[src/rtl/uart_rx_param.sv]
`timescale 1ns/1ps
// UART receiver: 2-flop sync, oversampled FSM, parity/stop checks
// and a valid/ready holding register with overrun reporting.
module uart_rx_param #(
  parameter int CLK_FREQ   = 100_000_000,
  parameter int BAUD       = 9600,
  parameter int OVERSAMPLE = 16,
  parameter int DATA_BITS  = 8,
  parameter int PARITY     = 0
) (
  input  logic                 clk,
  input  logic                 rst,
  input  logic                 rx,
  output logic [DATA_BITS-1:0] rx_data,
  output logic                 rx_valid,
  input  logic                 rx_ready,
  output logic                 rx_done,
  output logic                 frame_err,
  output logic                 parity_err,
  output logic                 overrun_err,
  output logic                 rx_busy
);

  localparam int TICK_DIV = CLK_FREQ / (BAUD * OVERSAMPLE);
  localparam int DW = (TICK_DIV > 1) ? $clog2(TICK_DIV) : 1;
  localparam int TW = $clog2(OVERSAMPLE);
  localparam int BW = $clog2(DATA_BITS + 1);

  localparam logic [DW-1:0] DIV_MAX = DW'(TICK_DIV - 1);
  localparam logic [TW-1:0] T_HALF  = TW'(OVERSAMPLE / 2 - 1);
  localparam logic [TW-1:0] T_LAST  = TW'(OVERSAMPLE - 1);
  localparam logic [BW-1:0] B_LAST  = BW'(DATA_BITS - 1);
  localparam logic          ODD     = (PARITY == 1);

  typedef enum logic [2:0] {
    S_IDLE, S_START, S_DATA, S_PAR, S_STOP
  } state_t;

  state_t               r_state;
  logic                 r_sync1;
  logic                 r_sync2;
  logic [DW-1:0]        r_div;
  logic [TW-1:0]        r_tcnt;
  logic [BW-1:0]        r_bcnt;
  logic [DATA_BITS-1:0] r_shift;
  logic                 r_par_ok;
  logic                 r_done;
  logic                 r_ferr;
  logic                 r_perr;
  logic                 r_good;
  logic [DATA_BITS-1:0] r_data;
  logic                 r_valid;

  logic w_rx;
  logic w_tick;
  logic w_start;
  logic w_load;
  logic w_ovr;

  assign w_rx    = r_sync2;
  assign w_tick  = (r_div == DIV_MAX);
  assign w_start = (r_state == S_IDLE) && !w_rx;

  always_ff @(posedge clk) begin
    if (rst) begin
      r_sync1 <= 1'b1;
      r_sync2 <= 1'b1;
    end else begin
      r_sync1 <= rx;
      r_sync2 <= r_sync1;
    end
  end

  // Divider phase is realigned to the detected start edge.
  always_ff @(posedge clk) begin
    if (rst || w_start || w_tick) r_div <= '0;
    else                          r_div <= r_div + DW'(1);
  end

  always_ff @(posedge clk) begin
    if (rst) begin
      r_state  <= S_IDLE;
      r_tcnt   <= '0;
      r_bcnt   <= '0;
      r_shift  <= '0;
      r_par_ok <= 1'b0;
      r_done   <= 1'b0;
      r_ferr   <= 1'b0;
      r_perr   <= 1'b0;
      r_good   <= 1'b0;
    end else begin
      r_done <= 1'b0;
      r_ferr <= 1'b0;
      r_perr <= 1'b0;
      unique case (r_state)
        S_IDLE: begin
          if (!w_rx) begin
            r_state <= S_START;
            r_tcnt  <= '0;
          end
        end
        S_START: begin
          if (w_tick) begin
            if (r_tcnt == T_HALF) begin
              r_tcnt <= '0;
              if (w_rx) begin
                r_state <= S_IDLE;
              end else begin
                r_state  <= S_DATA;
                r_bcnt   <= '0;
                r_par_ok <= 1'b1;
              end
            end else begin
              r_tcnt <= r_tcnt + TW'(1);
            end
          end
        end
        S_DATA: begin
          if (w_tick) begin
            if (r_tcnt == T_LAST) begin
              r_tcnt  <= '0;
              r_shift <= {w_rx, r_shift[DATA_BITS-1:1]};
              if (r_bcnt == B_LAST) begin
                r_bcnt  <= '0;
                r_state <= (PARITY != 0) ? S_PAR : S_STOP;
              end else begin
                r_bcnt <= r_bcnt + BW'(1);
              end
            end else begin
              r_tcnt <= r_tcnt + TW'(1);
            end
          end
        end
        S_PAR: begin
          if (w_tick) begin
            if (r_tcnt == T_LAST) begin
              r_tcnt   <= '0;
              r_par_ok <= ((^{r_shift, w_rx}) == ODD);
              r_state  <= S_STOP;
            end else begin
              r_tcnt <= r_tcnt + TW'(1);
            end
          end
        end
        S_STOP: begin
          if (w_tick) begin
            if (r_tcnt == T_LAST) begin
              r_tcnt  <= '0;
              r_done  <= 1'b1;
              r_ferr  <= !w_rx;
              r_perr  <= !r_par_ok;
              r_good  <= w_rx && r_par_ok;
              r_state <= S_IDLE;
            end else begin
              r_tcnt <= r_tcnt + TW'(1);
            end
          end
        end
        default: r_state <= S_IDLE;
      endcase
    end
  end

  // A pending word may be replaced only when it is consumed this clock.
  assign w_load = r_done && r_good && (!r_valid || rx_ready);
  assign w_ovr  = r_done && r_good && r_valid && !rx_ready;

  always_ff @(posedge clk) begin
    if (rst) begin
      r_data  <= '0;
      r_valid <= 1'b0;
    end else if (w_load) begin
      r_data  <= r_shift;
      r_valid <= 1'b1;
    end else if (r_valid && rx_ready) begin
      r_valid <= 1'b0;
    end
  end

  assign rx_data     = r_data;
  assign rx_valid    = r_valid;
  assign rx_done     = r_done;
  assign frame_err   = r_ferr;
  assign parity_err  = r_perr;
  assign overrun_err = w_ovr;
  assign rx_busy     = (r_state != S_IDLE);

endmodule

[config.mk]
export PLATFORM = sky130hd
export DESIGN_NAME = uart_rx_param
export DESIGN_NICKNAME = d
export VERILOG_FILES = /design/src/rtl/uart_rx_param.sv
export SDC_FILE = /design/constraint.sdc
export NUM_CORES = 1
export LEC_CHECK = 0
export CAP_MARGIN = 20
export CORE_MARGIN = 2
export CORE_UTILIZATION = 45
export DETAILED_ROUTE_END_ITERATION = 8
export GPL_TIMING_DRIVEN = 0
export MAX_ROUTING_LAYER = met4
export SLEW_MARGIN = 20
export SYNTH_ARGS = -nofsm -noshare
export SYNTH_HDL_FRONTEND = slang
export SYNTH_SLANG_ARGS = --single-unit
[constraint.sdc]
create_clock -name clk -period 2 [get_ports clk]
set_input_delay 0.4 -clock clk [delete_from_list [all_inputs] [get_ports clk]]
set_output_delay 0.4 -clock clk [all_outputs]
set_load 0.03 [all_outputs]
==> results.py, run 1 <==
metrics = {
    "placement": {
        "dpl.cell_count": 292,
        "dp_hpwl_mm": 2.60,
        "place.gp.congestion": 0.787,
        "numPortBuffers": 16,
    },
    "pwr": {
        "peakVddDrop_uv": 355,
        "leakage_nw": 0.905,
        "powerDensity_nw_per_um2": 643,
    },
    "cts": {
        "clk_pin_slew_ns": 0.08,
        "clock-sinks": 45,
        "cts_tree": "done",
        "insertion_delay_ns": 0.30,
        "root_buffer": "clkbuf_8",
        "cts_buffers": 5,
        "cts.path.max_buffers": 2,
        "htree_levels": 2,
    },
    "yosys": {
        "synth_area_um2": 2050,
        "ys_ff_latch": 45,
        "synth_cells": 224,
        "synth-simple-area-share_pct": 25.5,
        "syn-mean-instance-area_um2": 9.16,
        "synth_warnings": 0,
        "synthXorXnorAreaFrac_pct": 8.11,
        "yosys.area.top_type": "dfxtp_1",
        "synth_edf_count": 0,
        "synth_nets": 232,
        "ys_seq_area_share_pct": 43.9,
        "synthTopCellsByArea": "dfxtp_1 (44%), mux2i_1 (7.8%), nor2_1 (6.8%)",
        "synth-compound-area-share_pct": 8.60,
        "async_reset_ff_share_pct": 0,
        "synthAdderAreaFrac_pct": 2.44,
        "synth_top_area_share_pct": 43.9,
        "synthFlopType": "dfxtp_1",
        "yosysUniqueCellTypes": 42,
        "synth_mux_area_share_pct": 7.80,
        "synth_top_family_by_area": "simple AND/OR/NAND/NOR gates",
    },
    "min_path": {
        "min_path_cells": 2,
        "hp-class": "in -> reg",
    },
    "sta": {
        "hold_viol": 0,
        "max_freq_mhz": 515,
        "period_minus_slack_ns": 1.94,
        "clock_skew_ns": 0.00262,
        "fin_crit_sh_pct": 97.1,
        "tightestPinTransition_ns": 0.583,
        "slew_violations": 0,
        "relSlewSlack_pct": 61.1,
        "grt_setup_unrepaired": "no",
        "setup_viol": 0,
    },
    "worst_setup_path": {
        "cp.arrival_ns": 1.54,
        "worstPathRequired_ns": 1.60,
        "crit_chain": "clkbuf_2, or3_4, clkdlybuf4s15_2",
        "worst-path-max-fanout": 10,
        "r2r_cells": 5,
        "max_stage_delay_ns": 0.42,
        "worst_setup_path_end_kind": "output pin",
        "path_class": "reg -> out",
        "crit_slowest_cell": "or3_4",
        "worstSetupStartpointType": "flop",
    },
    "floorplanning": {
        "dieArea_um2": 5120,
        "die_height_um": 71.5,
        "pin_count": 18,
        "num_rows": 24,
        "core_um2": 4380,
        "initial_core_util_pct": 46.8,
        "fp.dieW_um": 71.5,
    },
    "cells_and_area": {
        "n_fill_cell": 422,
        "instances_no_fill": 301,
        "diodes": 0,
        "nets": 256,
        "layout_commonest_cell": "dfxtp_1",
        "syn2layout_area_growth_pct": 16.6,
        "layout_common_cells": "dfxtp_1 (45), nor2_1 (37), mux2i_1 (16)",
        "fin_util_pct": 54.6,
        "multiInputGateArea_um2": 1100,
        "final-seq-area_um2": 901,
        "drive_gt1_share_pct": 10.8,
    },
    "run": {
        "drv_cap": 0,
    },
    "routing": {
        "via_per_inst": 5.17,
        "initialDrtViolationCount": 49,
        "totalWireLength_mm": 3.76,
        "vias": 1556,
        "drt_first_pass_iters": 4,
        "drc_errors": 0,
        "wl_per_cell_um": 12.5,
        "antenna_left": 0,
    },
    "run_status": {
        "status": "completed",
    },
    "global_routing": {
        "grt_first_pass_wirelength_mm": 6.47,
        "overflow": 0,
        "grt_pass1_vias": 1394,
        "grt_max_degree": 14,
        "track_usage_pct": 16.5,
        "antenna_found_initial": 0,
    },
}
power by group:
part / internal (mW) / switching (mW)
registers: 0.904 / 0.00890
clock network: 0.247 / 0.302
logic: 0.0311 / 0.0447
total: 1.18 / 0.356
cells in the mapped netlist, drive strengths merged (4+ instances only):
master / number
or3: 5
nor2: 37
ha: 4
and3: 7
mux2i: 16
buf: 4
a21oi: 13
nand2: 14
xnor2: 14
nand3: 10
nor3: 5
clkbuf: 7
xor2: 5
dfxtp: 45
o21ai: 7
layout make-up:
class | count | area share (%)
multi-input cells | 166 | 45.8
flip-flops and latches | 45 | 37.7
repair buffers | 18 | 7.32
clock buffers | 7 | 3.19
well taps | 52 | 2.72
plain buffers | 10 | 2.67
clock inverters | 1 | 0.314
inverters | 2 | 0.314
cell families after synthesis:
family / after synthesis
AND/OR/NAND/NOR: 99
flip-flops: 45
AO/OA/AOI/OAI: 28
XOR/XNOR: 19
multiplexers: 16
buffers and inverters: 13
adder cells (fa/ha/maj): 4
final timing paths:
check	end	slack, ns	start
setup / recovery	rx_busy	0.06	r_state[1]
setup reg to reg	r_bcnt[3]	0.12	r_state[0]
hold / removal	r_par_ok	0.30	rst
hold reg to reg	r_sync2	0.42	r_sync1
sequential cells by signal (all words and copies together) (netlist names):
| signal | count |
|---|---|
| r_good | 1 |
| parity_err | 1 |
| r_par_ok | 1 |
| r_tcnt | 4 |
| r_sync1 | 1 |
| rx_valid | 1 |
| r_div | 10 |
| r_sync2 | 1 |
| r_shift | 8 |
| frame_err | 1 |
| rx_data | 8 |
| r_state | 3 |
| r_bcnt | 4 |
| rx_done | 1 |
routing by layer:
| metal | part of all wire, % | up-vias | track usage (%) |
|---|---|---|---|
| met4 | 1.7 | 0 | 6.29 |
| li1 | - | 820 | - |
| met3 | 4.0 | 7 | 4.22 |
| met2 | 43 | 26 | 23.6 |
| met5 | 0 | - | - |
| met1 | 51 | 703 | 22.4 |
critical path: cells and delay by family (launching register included):
family,cells,cell delay (ns)
flip-flops,1,0.33
AND/OR/NAND/NOR,1,0.42
buffers and inverters,2,0.49
metrics by stage:
step                hold WS, ns  instance area, um^2  setup TNS [ns]  worst slack (ns)  total power, mW
floorplan                 0.389                 2050               0             0.177            0.987
global placement          0.393                 2280          -0.254            -0.112             1.01
detailed placement        0.397                 2280          -0.164            -0.109             1.01
CTS                       0.297                 2360               0            0.0154             1.56
global route              0.297                 2390               0          0.000592             1.60
finish                    0.299                 2390               0            0.0578             1.54
what timing repair did:
action / in CTS / in global routing
gates cloned: 0 / 0
pin swaps: 0 / 1
resized for setup: 5 / 3
endpoints found under the setup margin: 2 / 20
setup buffers: 0 / 2
hold buffers: 0 / 0
endpoints found under the hold margin: 0 / 0
Power figures use the tool's default switching activity.
==> run 2: changes to the inputs <==
Settings changed: SLEW_MARGIN 20 to default.
==> results of run 2 <==
No change in the layout: final DEF, timing and power equal those of run 1.
